$ cat src/rtl/gf180mcu_fd_io__seg_pwr_seq.sv
// Power, isolation and driver-enable sequencer for one pad-ring segment beyond a ring break.
// Power-up: switch on, wait for settled PGOOD, release isolation, enable drivers. Power-down reverses it.
module gf180mcu_fd_io__seg_pwr_seq #(
  parameter int unsigned SETTLE_CYCLES = 64,
  parameter int unsigned ISO_HOLD      = 8,
  parameter int unsigned TIMEOUT       = 1024,
  parameter int unsigned CNT_W         = 11
) (
  input  logic CLK,
  input  logic RST,
  input  logic REQ_ON,
  input  logic PGOOD,
  output logic PSW_EN,
  output logic ISO_EN,
  output logic DRV_EN,
  output logic ACK,
  output logic BUSY,
  output logic FAULT
);

  typedef enum logic [2:0] {
    S_OFF, S_PWR_UP, S_ISO_REL, S_ON, S_DRV_OFF, S_ISO_SET, S_PWR_DN, S_FLT
  } state_t;

  localparam logic [CNT_W-1:0] SETTLE_LAST = CNT_W'(SETTLE_CYCLES - 1);
  localparam logic [CNT_W-1:0] HOLD_LAST   = CNT_W'(ISO_HOLD - 1);
  localparam logic [CNT_W-1:0] TMO_LAST    = CNT_W'(TIMEOUT - 1);

  state_t           state_q, state_d;
  logic             pgood_meta_q, pgood_s_q;
  logic [CNT_W-1:0] dwell_q, dwell_d;
  logic [CNT_W-1:0] tmo_q, tmo_d;

  always_ff @(posedge CLK) begin
    if (RST) begin
      state_q      <= S_OFF;
      pgood_meta_q <= 1'b0;
      pgood_s_q    <= 1'b0;
      dwell_q      <= '0;
      tmo_q        <= '0;
    end else begin
      state_q      <= state_d;
      pgood_meta_q <= PGOOD;
      pgood_s_q    <= pgood_meta_q;
      dwell_q      <= dwell_d;
      tmo_q        <= tmo_d;
    end
  end

  always_comb begin
    state_d = state_q;
    dwell_d = dwell_q;
    tmo_d   = tmo_q;
    case (state_q)
      S_OFF: begin
        if (REQ_ON) state_d = S_PWR_UP;
      end
      S_PWR_UP: begin
        // Settle count needs an unbroken run of good samples; the timeout keeps running through glitches.
        tmo_d   = tmo_q + 1'b1;
        dwell_d = pgood_s_q ? dwell_q + 1'b1 : '0;
        if (!REQ_ON)                                 state_d = S_PWR_DN;
        else if (pgood_s_q && dwell_q == SETTLE_LAST) state_d = S_ISO_REL;
        else if (tmo_q == TMO_LAST)                  state_d = S_FLT;
      end
      S_ISO_REL: begin
        dwell_d = dwell_q + 1'b1;
        if (!REQ_ON)                   state_d = S_ISO_SET;
        else if (dwell_q == HOLD_LAST) state_d = S_ON;
      end
      S_ON: begin
        if (!pgood_s_q)   state_d = S_FLT;
        else if (!REQ_ON) state_d = S_DRV_OFF;
      end
      S_DRV_OFF: begin
        dwell_d = dwell_q + 1'b1;
        if (dwell_q == HOLD_LAST) state_d = S_ISO_SET;
      end
      S_ISO_SET: begin
        dwell_d = dwell_q + 1'b1;
        if (dwell_q == HOLD_LAST) state_d = S_PWR_DN;
      end
      S_PWR_DN: begin
        tmo_d = tmo_q + 1'b1;
        if (!pgood_s_q)             state_d = S_OFF;
        else if (tmo_q == TMO_LAST) state_d = S_FLT;
      end
      S_FLT: begin
        if (!REQ_ON && !pgood_s_q) state_d = S_OFF;
      end
      default: state_d = S_OFF;
    endcase
    if (state_d != state_q) begin
      dwell_d = '0;
      tmo_d   = '0;
    end
  end

  // Moore decode of the state register only; the default is the safe isolated-and-off pattern.
  always_comb begin
    PSW_EN = 1'b0;
    ISO_EN = 1'b1;
    DRV_EN = 1'b0;
    ACK    = 1'b0;
    BUSY   = 1'b0;
    FAULT  = 1'b0;
    case (state_q)
      S_PWR_UP:  begin PSW_EN = 1'b1; BUSY = 1'b1; end
      S_ISO_REL: begin PSW_EN = 1'b1; ISO_EN = 1'b0; BUSY = 1'b1; end
      S_ON:      begin PSW_EN = 1'b1; ISO_EN = 1'b0; DRV_EN = 1'b1; ACK = 1'b1; end
      S_DRV_OFF: begin PSW_EN = 1'b1; ISO_EN = 1'b0; BUSY = 1'b1; end
      S_ISO_SET: begin PSW_EN = 1'b1; BUSY = 1'b1; end
      S_PWR_DN:  begin BUSY = 1'b1; end
      S_FLT:     begin FAULT = 1'b1; end
      default:   begin end
    endcase
  end

endmodule

$ cat config.mk
export PLATFORM = sky130hd
export DESIGN_NAME = gf180mcu_fd_io__seg_pwr_seq
export DESIGN_NICKNAME = d
export VERILOG_FILES = /design/src/rtl/gf180mcu_fd_io__seg_pwr_seq.sv
export SDC_FILE = /design/constraint.sdc
export NUM_CORES = 1
export LEC_CHECK = 0
export CORE_UTILIZATION = 49
export DETAILED_ROUTE_END_ITERATION = 10
export PLACE_DENSITY = 0.66
export SLEW_MARGIN = 20
export SYNTH_ARGS = -nofsm -noshare
export SYNTH_HDL_FRONTEND = slang
export SYNTH_SLANG_ARGS = --single-unit
$ cat constraint.sdc
create_clock -name CLK -period 6.6 [get_ports CLK]
set_input_delay 1.65 -clock CLK [delete_from_list [all_inputs] [get_ports CLK]]
set_output_delay 1.65 -clock CLK [all_outputs]
set_load 0.03 [all_outputs]
==> flow_summary.ini <==
[clocking]
cts_tree = done
cts_max_level = 1
cts_buffer_depth = 2
clkTransAtPathRegs_ns = 0.14
clock_sinks = 27
cts_resized = 0
cts_made_buffers = 3
postCtsHoldBufs = 0
clock-root-buffer = clkbuf_4
post_cts_buffers = 0
clk_latency_ns = 0.33

[placement]
io_buffers = 9
hpwl_um = 2840
gp_congestion = 0.901

[route]
first_pass_iters = 4
drt_iter0_markers = 118
drc_errors = 0
routed_wl_um = 3970
antenna_left = 0
routedWlPerCell_um = 15.2
vias = 1581
routed_via_density = 6.06

[synth]
synth.distinct_cells = 49
syn-instance-count = 215
synth-async-reset-ratio_pct = 0
netlist.area_leader.share_pct = 30.3
synth_area_um2 = 1780
synth.avg_cell_area_um2 = 8.29
synth_edf_count = 0
yosys_warnings = 0
synth_fp_nets = 224
seq_area_frac_synth_pct = 30.3
yosys_most_used_dff = dfxtp_1
synth_area_leaders = dfxtp_1, nor3_2, xnor2_1, nand2_1, xor2_1
synth_top_area_cell = dfxtp_1
ys_ff_latch = 27

[die]
die_h_um = 62.3
rows = 21
start_util_pct = 52.2
dieWidth_um = 62.3
core_area_um2 = 3420
die_area_um2 = 3880
io_pins = 10

[timing]
setup_viol = 0
rsz0062_at_grt = false
worstMarginPinSlew_ns = 0.739
tns_ns = 0
slew_violations = 0
fmax_mhz = 247
min_period_ns = 4.04
timing.final.hold_violations = 0
fin_skew_ns = 0.00343
fin_crit_sh_pct = 61.2
slew_headroom_pct = 50.3

[setup_path]
end_kind = output port
crit_type = reg2out
cp.depth = 4
crit_family = buffers and inverters
timing.critical_path.buf_inv = 2
critPathSlowestCell = dfxtp_1
critPathMaxStageDelay_ns = 0.74
timing.critical_path.fanout_max = 19
required_ns = 4.95
r2r.worst_path.cells = 7
path_cells = inv_1, ha_1, nand2_1, clkdlybuf4s50_1
worst_setup_path_start_kind = register
worst_ep_arrival_time_ns = 2.39

[layout]
fill_cells = 324
drive_gt1_share_pct = 10.7
area_growth_pct = 5.62
nNetsFinal = 225
diodes = 0

[global_route]
met2_usage_pct = 38.3
grt_pass1_vias = 1551
grt_overflow = 0
grt.met3_usage_pct = 2.21
use_met1_pct = 29.4
busiest_layer = met2
grt_antenna_before_repair = 0
grt_max_degree = 24
grt_pass1_wl_um = 7090
grt_usage_pct = 22.6

[worst_hold_path]
holdPathStages = 1
min_path_type = reg2reg

[run]
maxCapViolCount = 0

[status]
outcome = complete, no violations

[power]
ir_worst_vdd_mv = 0.121
total_power_mw = 0.580
leakage_nw = 0.630
power_density_nw_per_um2 = 308
==> cell type report <==
class | count | area (um2) | area share (%)
timing repair buffer | 9 | 90.1 | 4.79
inverter | 6 | 22.5 | 1.20
sequential | 27 | 541 | 28.7
clock buffer | 4 | 26.3 | 1.40
tap | 46 | 57.6 | 3.06
multi-input combinational | 169 | 1140 | 60.8
==> cell families after synthesis <==
logic type               share of synthesized area (%)
AO/OA/AOI/OAI                                     15.3
XOR/XNOR                                          9.34
adder cells (fa/ha/maj)                           3.51
buffers and inverters                             5.41
flip-flops                                        30.3
multiplexers                                      1.12
AND/OR/NAND/NOR                                   35.0
==> flip-flops by register name, indices dropped and copies added, names as in the netlist <==
name and cells:
dwell_q 11, tmo_q 11, pgood_s_q 1, pgood_meta_q 1, state_q 3
==> placed cells by master (no fill, tap or decap), types with 3 or more instances in the layout <==
master and instances:
and3_1 6, o21ai_0 7, nor3_1 10, clkdlybuf4s50_1 9, nand3_1 5, nor2b_1 4
nor4_1 12, nor2_1 18, clkbuf_4 3, nor3_2 10, inv_1 6, nand4_1 4
xnor2_1 10, nand2_1 21, dfxtp_1 27, a21oi_1 10, xor2_1 9, ha_1 5
==> synthesized netlist by cell type, drive strengths merged (4+ instances only) <==
cell	n
nand3	5
nor2	18
nor4	14
a21oi	10
inv	6
xnor2	10
ha	5
nor3	20
clkbuf	7
nor2b	4
nand2	21
buf	6
o21ai	7
nand4	4
xor2	9
dfxtp	27
and3	6
==> power breakdown <==
part	switching, mW	total (mW)	internal [mW]	leakage [nW]
sequential	0.0277	0.200	0.172	0.218
clock	0.0492	0.0729	0.0238	0.0150
combinational	0.207	0.308	0.101	0.396
==> routing by layer <==
layer / routed length (um) / part of all wire, %
met4: 60 / 1.5
met1: 1900 / 48
met5: 0 / 0
met3: 103 / 2.6
met2: 1910 / 48
==> path summary, 6_finish.rpt <==
check                             endpoint  slack [ns]         start
worst max-delay path                PSW_EN        2.56    state_q[1]
worst min-delay path             pgood_s_q        0.46  pgood_meta_q
worst min register to register   pgood_s_q        0.46  pgood_meta_q
worst max register to register  dwell_q[5]        3.16    state_q[1]
==> metrics by stage <==
stage	cells	utilization (%)	setup slack [ns]	hold slack [ns]	instance area (um2)
after floorplan	215	-	3.32	0.414	1780
final	261	55.1	2.56	0.459	1880
after CTS	261	55.1	2.58	0.464	1880
after global routing	261	55.1	2.41	0.471	1880
after global placement	257	54.3	2.57	0.415	1860
after detailed placement	257	54.3	2.47	0.436	1860
No activity file was read; power rests on OpenSTA's default activity.
